[src/rtl/conv_seq_pkg.sv]
// Shared types and helpers for the 3x3 convolution layer sequencer.
package conv_seq_pkg;

   typedef enum logic [2:0] {
      S_IDLE    = 3'd0,
      S_LOAD    = 3'd1,
      S_FILL    = 3'd2,
      S_STREAM  = 3'd3,
      S_DRAIN   = 3'd4,
      S_NEXT_IC = 3'd5,
      S_NEXT_OC = 3'd6,
      S_DONE    = 3'd7
   } seq_state_t;

   localparam int DEF_IMG_W    = 224;
   localparam int DEF_IMG_H    = 224;
   localparam int DEF_CH_W     = 7;
   localparam int DEF_ADDR_W   = 16;
   localparam int DEF_KADDR_W  = 14;
   localparam int DEF_PIPE_LAT = 4;

   // A window at stream offset k is real (not straddling the padded border)
   // when its column within the padded row lies inside the unpadded width.
   function automatic logic col_valid(input int k, input int pw, input int img_w);
      return (k % pw) < img_w;
   endfunction

endpackage

[src/rtl/conv_seq_wr_delay.sv]
// Write-strobe delay line that models PE pipeline latency; freezes on
// back-pressure and is emptied on abort.
module conv_seq_wr_delay
   import conv_seq_pkg::*;
#(
   parameter int DEPTH = DEF_PIPE_LAT
) (
   input  logic clk,
   input  logic reset,
   input  logic hold,
   input  logic clear,
   input  logic din,
   output logic dout
);

   logic [DEPTH-1:0] stages;

   // Shift one stage per unstalled cycle; abort drops everything in flight.
   always_ff @(posedge clk or posedge reset) begin
      if (reset) begin
         stages <= '0;
      end else if (clear) begin
         stages <= '0;
      end else if (!hold) begin
         stages <= (stages << 1) | DEPTH'(din);
      end
   end

   assign dout = stages[DEPTH-1];

endmodule

[src/rtl/conv_layer_sequencer.sv]
// Sequencer for 3x3 stride-1 convolution layers: walks out-channels and
// in-channels, streams each zero-padded plane through the line buffer and
// schedules the output-RAM writes once the PE pipeline has produced them.
module conv_layer_sequencer
   import conv_seq_pkg::*;
#(
   parameter int IMG_W    = DEF_IMG_W,
   parameter int IMG_H    = DEF_IMG_H,
   parameter int CH_W     = DEF_CH_W,
   parameter int ADDR_W   = DEF_ADDR_W,
   parameter int KADDR_W  = DEF_KADDR_W,
   parameter int PIPE_LAT = DEF_PIPE_LAT
) (
   input  logic               clk,
   input  logic               reset,
   input  logic               start,
   input  logic [CH_W-1:0]    cfg_in_ch,
   input  logic [CH_W-1:0]    cfg_out_ch,
   input  logic               abort,
   input  logic               stall,
   output logic               busy,
   output logic               done,
   output logic               in_rd_en,
   output logic [ADDR_W-1:0]  in_addr,
   output logic [CH_W-1:0]    in_ch,
   output logic [KADDR_W-1:0] kernel_addr,
   output logic [CH_W-1:0]    bias_addr,
   output logic               win_valid,
   output logic               acc_first,
   output logic               acc_last,
   output logic               out_wr_en,
   output logic [ADDR_W-1:0]  out_addr,
   output logic [CH_W-1:0]    out_ch
);

   localparam int PW       = IMG_W + 2;
   localparam int PH       = IMG_H + 2;
   localparam int PLANE    = PW * PH;
   localparam int FILL_LEN = 2 * PW + 2;
   localparam int DRAIN_W  = (PIPE_LAT > 1) ? $clog2(PIPE_LAT) : 1;

   localparam logic [ADDR_W-1:0]  FILL_LAST  = ADDR_W'(FILL_LEN - 1);
   localparam logic [ADDR_W-1:0]  PLANE_LAST = ADDR_W'(PLANE - 1);
   localparam logic [DRAIN_W-1:0] DRAIN_LAST = DRAIN_W'(PIPE_LAT - 1);

   seq_state_t state, state_nxt;

   logic [CH_W-1:0]    cfg_in_ch_r, cfg_out_ch_r;
   logic [CH_W-1:0]    ic, oc;
   logic [ADDR_W-1:0]  rd_addr, wr_addr;
   logic [KADDR_W-1:0] kaddr;
   logic [DRAIN_W-1:0] drain_cnt;
   logic               win_pend;
   logic               dl_out;
   logic               can_step;
   logic               last_ic, last_oc, cfg_zero;
   logic               fill_entry;

   assign can_step   = !stall && !abort;
   assign last_ic    = (ic == cfg_in_ch_r - CH_W'(1));
   assign last_oc    = (oc == cfg_out_ch_r - CH_W'(1));
   assign cfg_zero   = (cfg_in_ch_r == '0) || (cfg_out_ch_r == '0);
   assign fill_entry = can_step && (state_nxt == S_FILL) && (state != S_FILL);

   // State register.
   always_ff @(posedge clk or posedge reset) begin
      if (reset) begin
         state <= S_IDLE;
      end else begin
         state <= state_nxt;
      end
   end

   // Next-state decode and strobes; stall freezes every state except IDLE/DONE.
   always_comb begin
      state_nxt = state;
      busy      = (state != S_IDLE);
      done      = (state == S_DONE) && !abort;
      in_rd_en  = can_step && ((state == S_FILL) || (state == S_STREAM));
      win_valid = can_step && win_pend;
      acc_first = win_valid && (ic == '0);
      acc_last  = win_valid && last_ic;
      out_wr_en = can_step && dl_out;
      if (abort) begin
         state_nxt = S_IDLE;
      end else begin
         unique case (state)
            S_IDLE:    if (start) state_nxt = S_LOAD;
            S_LOAD:    if (!stall) state_nxt = cfg_zero ? S_DONE : S_FILL;
            S_FILL:    if (!stall && rd_addr == FILL_LAST) state_nxt = S_STREAM;
            S_STREAM:  if (!stall && rd_addr == PLANE_LAST) state_nxt = S_DRAIN;
            S_DRAIN: begin
               if (!stall && drain_cnt == DRAIN_LAST) begin
                  if (!last_ic)      state_nxt = S_NEXT_IC;
                  else if (!last_oc) state_nxt = S_NEXT_OC;
                  else               state_nxt = S_DONE;
               end
            end
            S_NEXT_IC: if (!stall) state_nxt = S_FILL;
            S_NEXT_OC: if (!stall) state_nxt = S_FILL;
            S_DONE:    state_nxt = S_IDLE;
            default:   state_nxt = S_IDLE;
         endcase
      end
   end

   // Channel loop counters, read/write addresses and the window pipeline bit.
   always_ff @(posedge clk or posedge reset) begin
      if (reset) begin
         cfg_in_ch_r  <= '0;
         cfg_out_ch_r <= '0;
         ic           <= '0;
         oc           <= '0;
         kaddr        <= '0;
         rd_addr      <= '0;
         wr_addr      <= '0;
         drain_cnt    <= '0;
         win_pend     <= 1'b0;
      end else if (abort) begin
         ic        <= '0;
         oc        <= '0;
         kaddr     <= '0;
         rd_addr   <= '0;
         wr_addr   <= '0;
         drain_cnt <= '0;
         win_pend  <= 1'b0;
      end else begin
         if (state == S_IDLE && start) begin
            cfg_in_ch_r  <= cfg_in_ch;
            cfg_out_ch_r <= cfg_out_ch;
            ic           <= '0;
            oc           <= '0;
            kaddr        <= '0;
            rd_addr      <= '0;
            wr_addr      <= '0;
            drain_cnt    <= '0;
         end
         if (!stall) begin
            win_pend <= (state == S_STREAM) &&
                        col_valid(int'(rd_addr) - FILL_LEN, PW, IMG_W);
            unique case (state)
               S_FILL, S_STREAM: begin
                  if (rd_addr != PLANE_LAST) rd_addr <= rd_addr + ADDR_W'(1);
               end
               S_DRAIN: begin
                  drain_cnt <= (drain_cnt == DRAIN_LAST) ? '0 : drain_cnt + DRAIN_W'(1);
               end
               S_NEXT_IC: begin
                  ic    <= ic + CH_W'(1);
                  kaddr <= kaddr + KADDR_W'(1);
               end
               S_NEXT_OC: begin
                  ic    <= '0;
                  oc    <= oc + CH_W'(1);
                  kaddr <= kaddr + KADDR_W'(1);
               end
               default: ;
            endcase
         end
         if (fill_entry) begin
            rd_addr <= '0;
            wr_addr <= '0;
         end else if (out_wr_en) begin
            wr_addr <= wr_addr + ADDR_W'(1);
         end
      end
   end

   conv_seq_wr_delay #(
      .DEPTH (PIPE_LAT)
   ) u_wr_delay (
      .clk   (clk),
      .reset (reset),
      .hold  (stall),
      .clear (abort),
      .din   (acc_last),
      .dout  (dl_out)
   );

   assign in_addr     = rd_addr;
   assign in_ch       = ic;
   assign kernel_addr = kaddr;
   assign bias_addr   = oc;
   assign out_addr    = wr_addr;
   assign out_ch      = oc;

endmodule

[config.mk]
export PLATFORM = sky130hd
export DESIGN_NAME = conv_layer_sequencer
export DESIGN_NICKNAME = d
export VERILOG_FILES = /design/src/rtl/conv_seq_pkg.sv /design/src/rtl/conv_seq_wr_delay.sv /design/src/rtl/conv_layer_sequencer.sv
export SDC_FILE = /design/constraint.sdc
export NUM_CORES = 1
export LEC_CHECK = 0
export ABC_CLOCK_PERIOD_IN_PS = 8100
export BUFFER_PORTS_ARGS = -buffer_cell sky130_fd_sc_hd__buf_2
export CORE_MARGIN = 2
export CORE_UTILIZATION = 55
export CTS_BUF_LIST = sky130_fd_sc_hd__clkbuf_16
export DETAILED_ROUTE_END_ITERATION = 16
export PLACE_DENSITY = 0.75
export SYNTH_ARGS = -nofsm -noshare
export SYNTH_HDL_FRONTEND = slang
export SYNTH_HIERARCHICAL = 1
export SYNTH_SLANG_ARGS = --single-unit
[constraint.sdc]
create_clock -name clk -period 8.1 [get_ports clk]
set_input_delay 1.215 -clock clk [delete_from_list [all_inputs] [get_ports clk]]
set_output_delay 1.215 -clock clk [all_outputs]
set_load 0.01 [all_outputs]
==> impl_metrics.py <==
metrics = {
    "timing": {
        "clock_skew_ns": 0.00440,
        "setup_ws_ns": -0.458,
        "hold_violations": 0,
        "whs_ns": 0.507,
        "fin_crit_sh_pct": 106,
        "fmax_ghz": 0.117,
        "worstMarginPinSlew_ns": 1.02,
        "max_slew_margin_pct": 32.1,
        "slew_viol_final": 0,
        "rsz0062_at_grt": "yes",
        "setup_violations": 1,
        "period_needed_ns": 8.56,
    },
    "die": {
        "die_w_um": 129,
        "coreArea_um2": 15300,
        "die_h_um": 129,
        "fp-row-count": 45,
        "pin_count": 93,
        "die-area_um2": 16700,
        "start_util_pct": 56.5,
    },
    "worst_setup_path": {
        "startpoint_type": "flip-flop",
        "path_common_cell": "buf_4",
        "critPathMaxFanout": 6,
        "slowest_stage": "or4_4",
        "crit_type": "flip-flop to flip-flop",
        "endpoint_kind": "flip-flop",
        "crit_arrival_ns": 8.75,
        "critPathMaxStageDelay_ns": 0.54,
        "worstPathRequired_ns": 8.29,
    },
    "worst_hold_path": {
        "hp-class": "flip-flop to flip-flop",
    },
    "detailed_routing": {
        "ant_nets": 0,
        "route.detailed.drc": 0,
        "vias_per_cell": 6.30,
        "vias": 10300,
        "routedWlPerCell_um": 17.8,
        "wirelength_um": 29000,
        "drt_first_pass_iters": 5,
        "drt-initial-drc-count": 1008,
    },
    "clock_tree": {
        "clockBufferDepth": 2,
        "ctsHoldBuffers": 0,
        "cts_sinks": 84,
        "cts_tree": "done",
        "clk_latency_ns": 0.34,
        "cts_buffers": 9,
        "clock-root-buffer": "clkbuf_16",
        "htreeDepth": 3,
        "clk_pin_slew_ns": 0.06,
    },
    "logic_synthesis": {
        "syn_nets": 1144,
        "synth_seq_cells": 84,
        "yosysSeqAreaShare_pct": 24.4,
        "netlist_area_um2": 8620,
        "async_flop_share_pct": 100,
        "syn_inst": 1105,
        "synth_top_area_share_pct": 24.4,
        "synth.avg_cell_area_um2": 7.80,
        "ys_types": 104,
        "netlist.top_cell.by_area": "dfrtp_1",
        "yosysWarningCount": 6,
        "netlist_top_cells_area": "dfrtp_1 (24%), nor2_1 (5.4%), nand2_1 (4.2%), a21oi_1 (3.9%), nand3_1 (3.7%)",
        "synth_ff_type": "dfrtp_1",
        "synth_edf_count": 0,
    },
    "layout": {
        "diodes": 0,
        "finalNetCount": 1453,
        "area_growth_pct": 40.7,
        "final_common_cell": "buf_4",
        "final_area_um2": 12100,
        "final_cell_mix": "buf_4 (259), nor2_1 (123), nand2_1 (92), buf_2 (92), dfrtp_1 (83)",
        "layoutNonFillerInstCount": 1630,
        "drive_gt1_share_pct": 37.0,
    },
    "placed_design": {
        "dpl.hpwl_um": 19400,
        "dpl.cell_count": 1573,
        "place_area_um2": 10900,
        "io_buffers": 92,
        "place_congestion": 0.936,
    },
    "power": {
        "ir_worst_vdd_v": 0.000118,
        "internal-power_uw": 711,
        "clockPowerShare_pct": 42.6,
        "p_seq_share_pct": 47.1,
        "power_switching_uw": 243,
        "p_leak_uw": 0.00539,
        "swShare_pct": 25.5,
        "p_comb_share_pct": 10.3,
        "p_per_area_nw_per_um2": 78.7,
    },
    "global_route": {
        "grt_pass1_wl_um": 45400,
        "grt_pass1_vias": 9631,
        "overflow": 0,
        "track_usage_pct": 32.7,
        "grt_max_degree": 81,
        "antenna_found_initial": 0,
    },
    "status": {
        "violations": "setup timing",
        "status": "complete, but fails checks",
    },
    "run": {
        "max_cap_violations": 0,
    },
}
-- what timing repair did --
item                                    4_1_cts  5_1_grt
resized for setup                            69       42
endpoints found under the setup margin        1        1
buffers inserted                             24       21
pin swaps                                    62       39
-- critical path, delay by kind of cell, from the launching register on --
| family | cells | cell delay, ns |
|---|---|---|
| AO/OA/AOI/OAI | 18 | 3.98 |
| XOR/XNOR | 1 | 0.17 |
| adder cells (fa/ha/maj) | 1 | 0.15 |
| buffers and inverters | 9 | 1.38 |
| flip-flops | 1 | 0.43 |
| multiplexers | 1 | 0.29 |
| AND/OR/NAND/NOR | 8 | 1.99 |
-- final timing paths --
path / depth (start not counted) / start / end / slack [ns]
max reg2reg: 38 / in_addr[5] / win_pend / -0.46
max: 38 / in_addr[5] / win_pend / -0.46
min in group asynchronous: 2 / reset / u_wr_delay/stages[1] / 0.77
min: 1 / out_addr[7] / out_addr[7] / 0.51
max in group asynchronous: 3 / reset / in_addr[1] / 6.19
min reg2reg: 1 / out_addr[7] / out_addr[7] / 0.51
-- power by group through the flow --
stage	Sequential (uW)	Clock, uW	Combinational, uW
2_1_floorplan	452	0	76.6
3_5_place_dp	457	0	98.1
5_1_grt	452	427	110
3_3_place_gp	456	0	94.7
6_report	449	406	98.4
4_1_cts	449	410	98.9
-- routing by layer --
layer	share of wire, %	routed length (um)	GRT usage, %
met5	0	0	0
met4	3.3	969	12.2
met2	50	14600	57.8
met1	41	11800	40.6
met3	5.8	1690	4.71
-- cell usage after synthesis, types with 17 or more instances --
master    count
nor2_1      125
a311oi_1     17
nand2_1      96
inv_1        27
xor2_1       19
and3_1       23
clkbuf_1     43
a211oi_1     18
o21ai_0      63
ha_1         20
dfrtp_1      84
a31oi_1      25
nand3_1      64
a21oi_1      68
nand4_1      19
xnor2_1      33
nor3_1       33
-- cells by family after synthesis --
group / Yosys count / share of synthesized area [%]
flops: 84 / 24.4
fa+ha+maj: 20 / 2.90
compound gates: 347 / 30.5
xor+xnor: 53 / 5.47
simple gates: 482 / 28.5
mux: 32 / 4.05
buf+inv: 87 / 4.22
-- layout make-up --
cell class	count	area [um2]
clock inverters	7	67.6
repair buffers	358	2490
flip-flops and latches	84	2100
fillers	1007	3130
clock buffers	9	225
inverters	27	103
well taps	211	264
multi-input cells	934	6870
-- through the flow --
stage	utilization [%]	power, uW	worst slack, ns	TNS (ns)
detailed placement	71.4	555	-0.379	-0.379
CTS	77.1	958	-0.164	-0.164
finish	79.5	954	-0.458	-0.458
global placement	71.4	550	-0.0749	-0.0749
floorplan	-	528	-0.336	-0.336
global route	79.5	989	-0.749	-0.749
-- registers in the layout (all words and copies together) (netlist names) --
register and count:
cfg_in_ch_r 7, in_addr 16, cfg_out_ch_r 7, drain_cnt 2, u_wr_delay/stages 4, in_ch 7, bias_addr 7, win_pend 1
state 3, kernel_addr 14, out_addr 16
(Power assumes the default switching activity.)
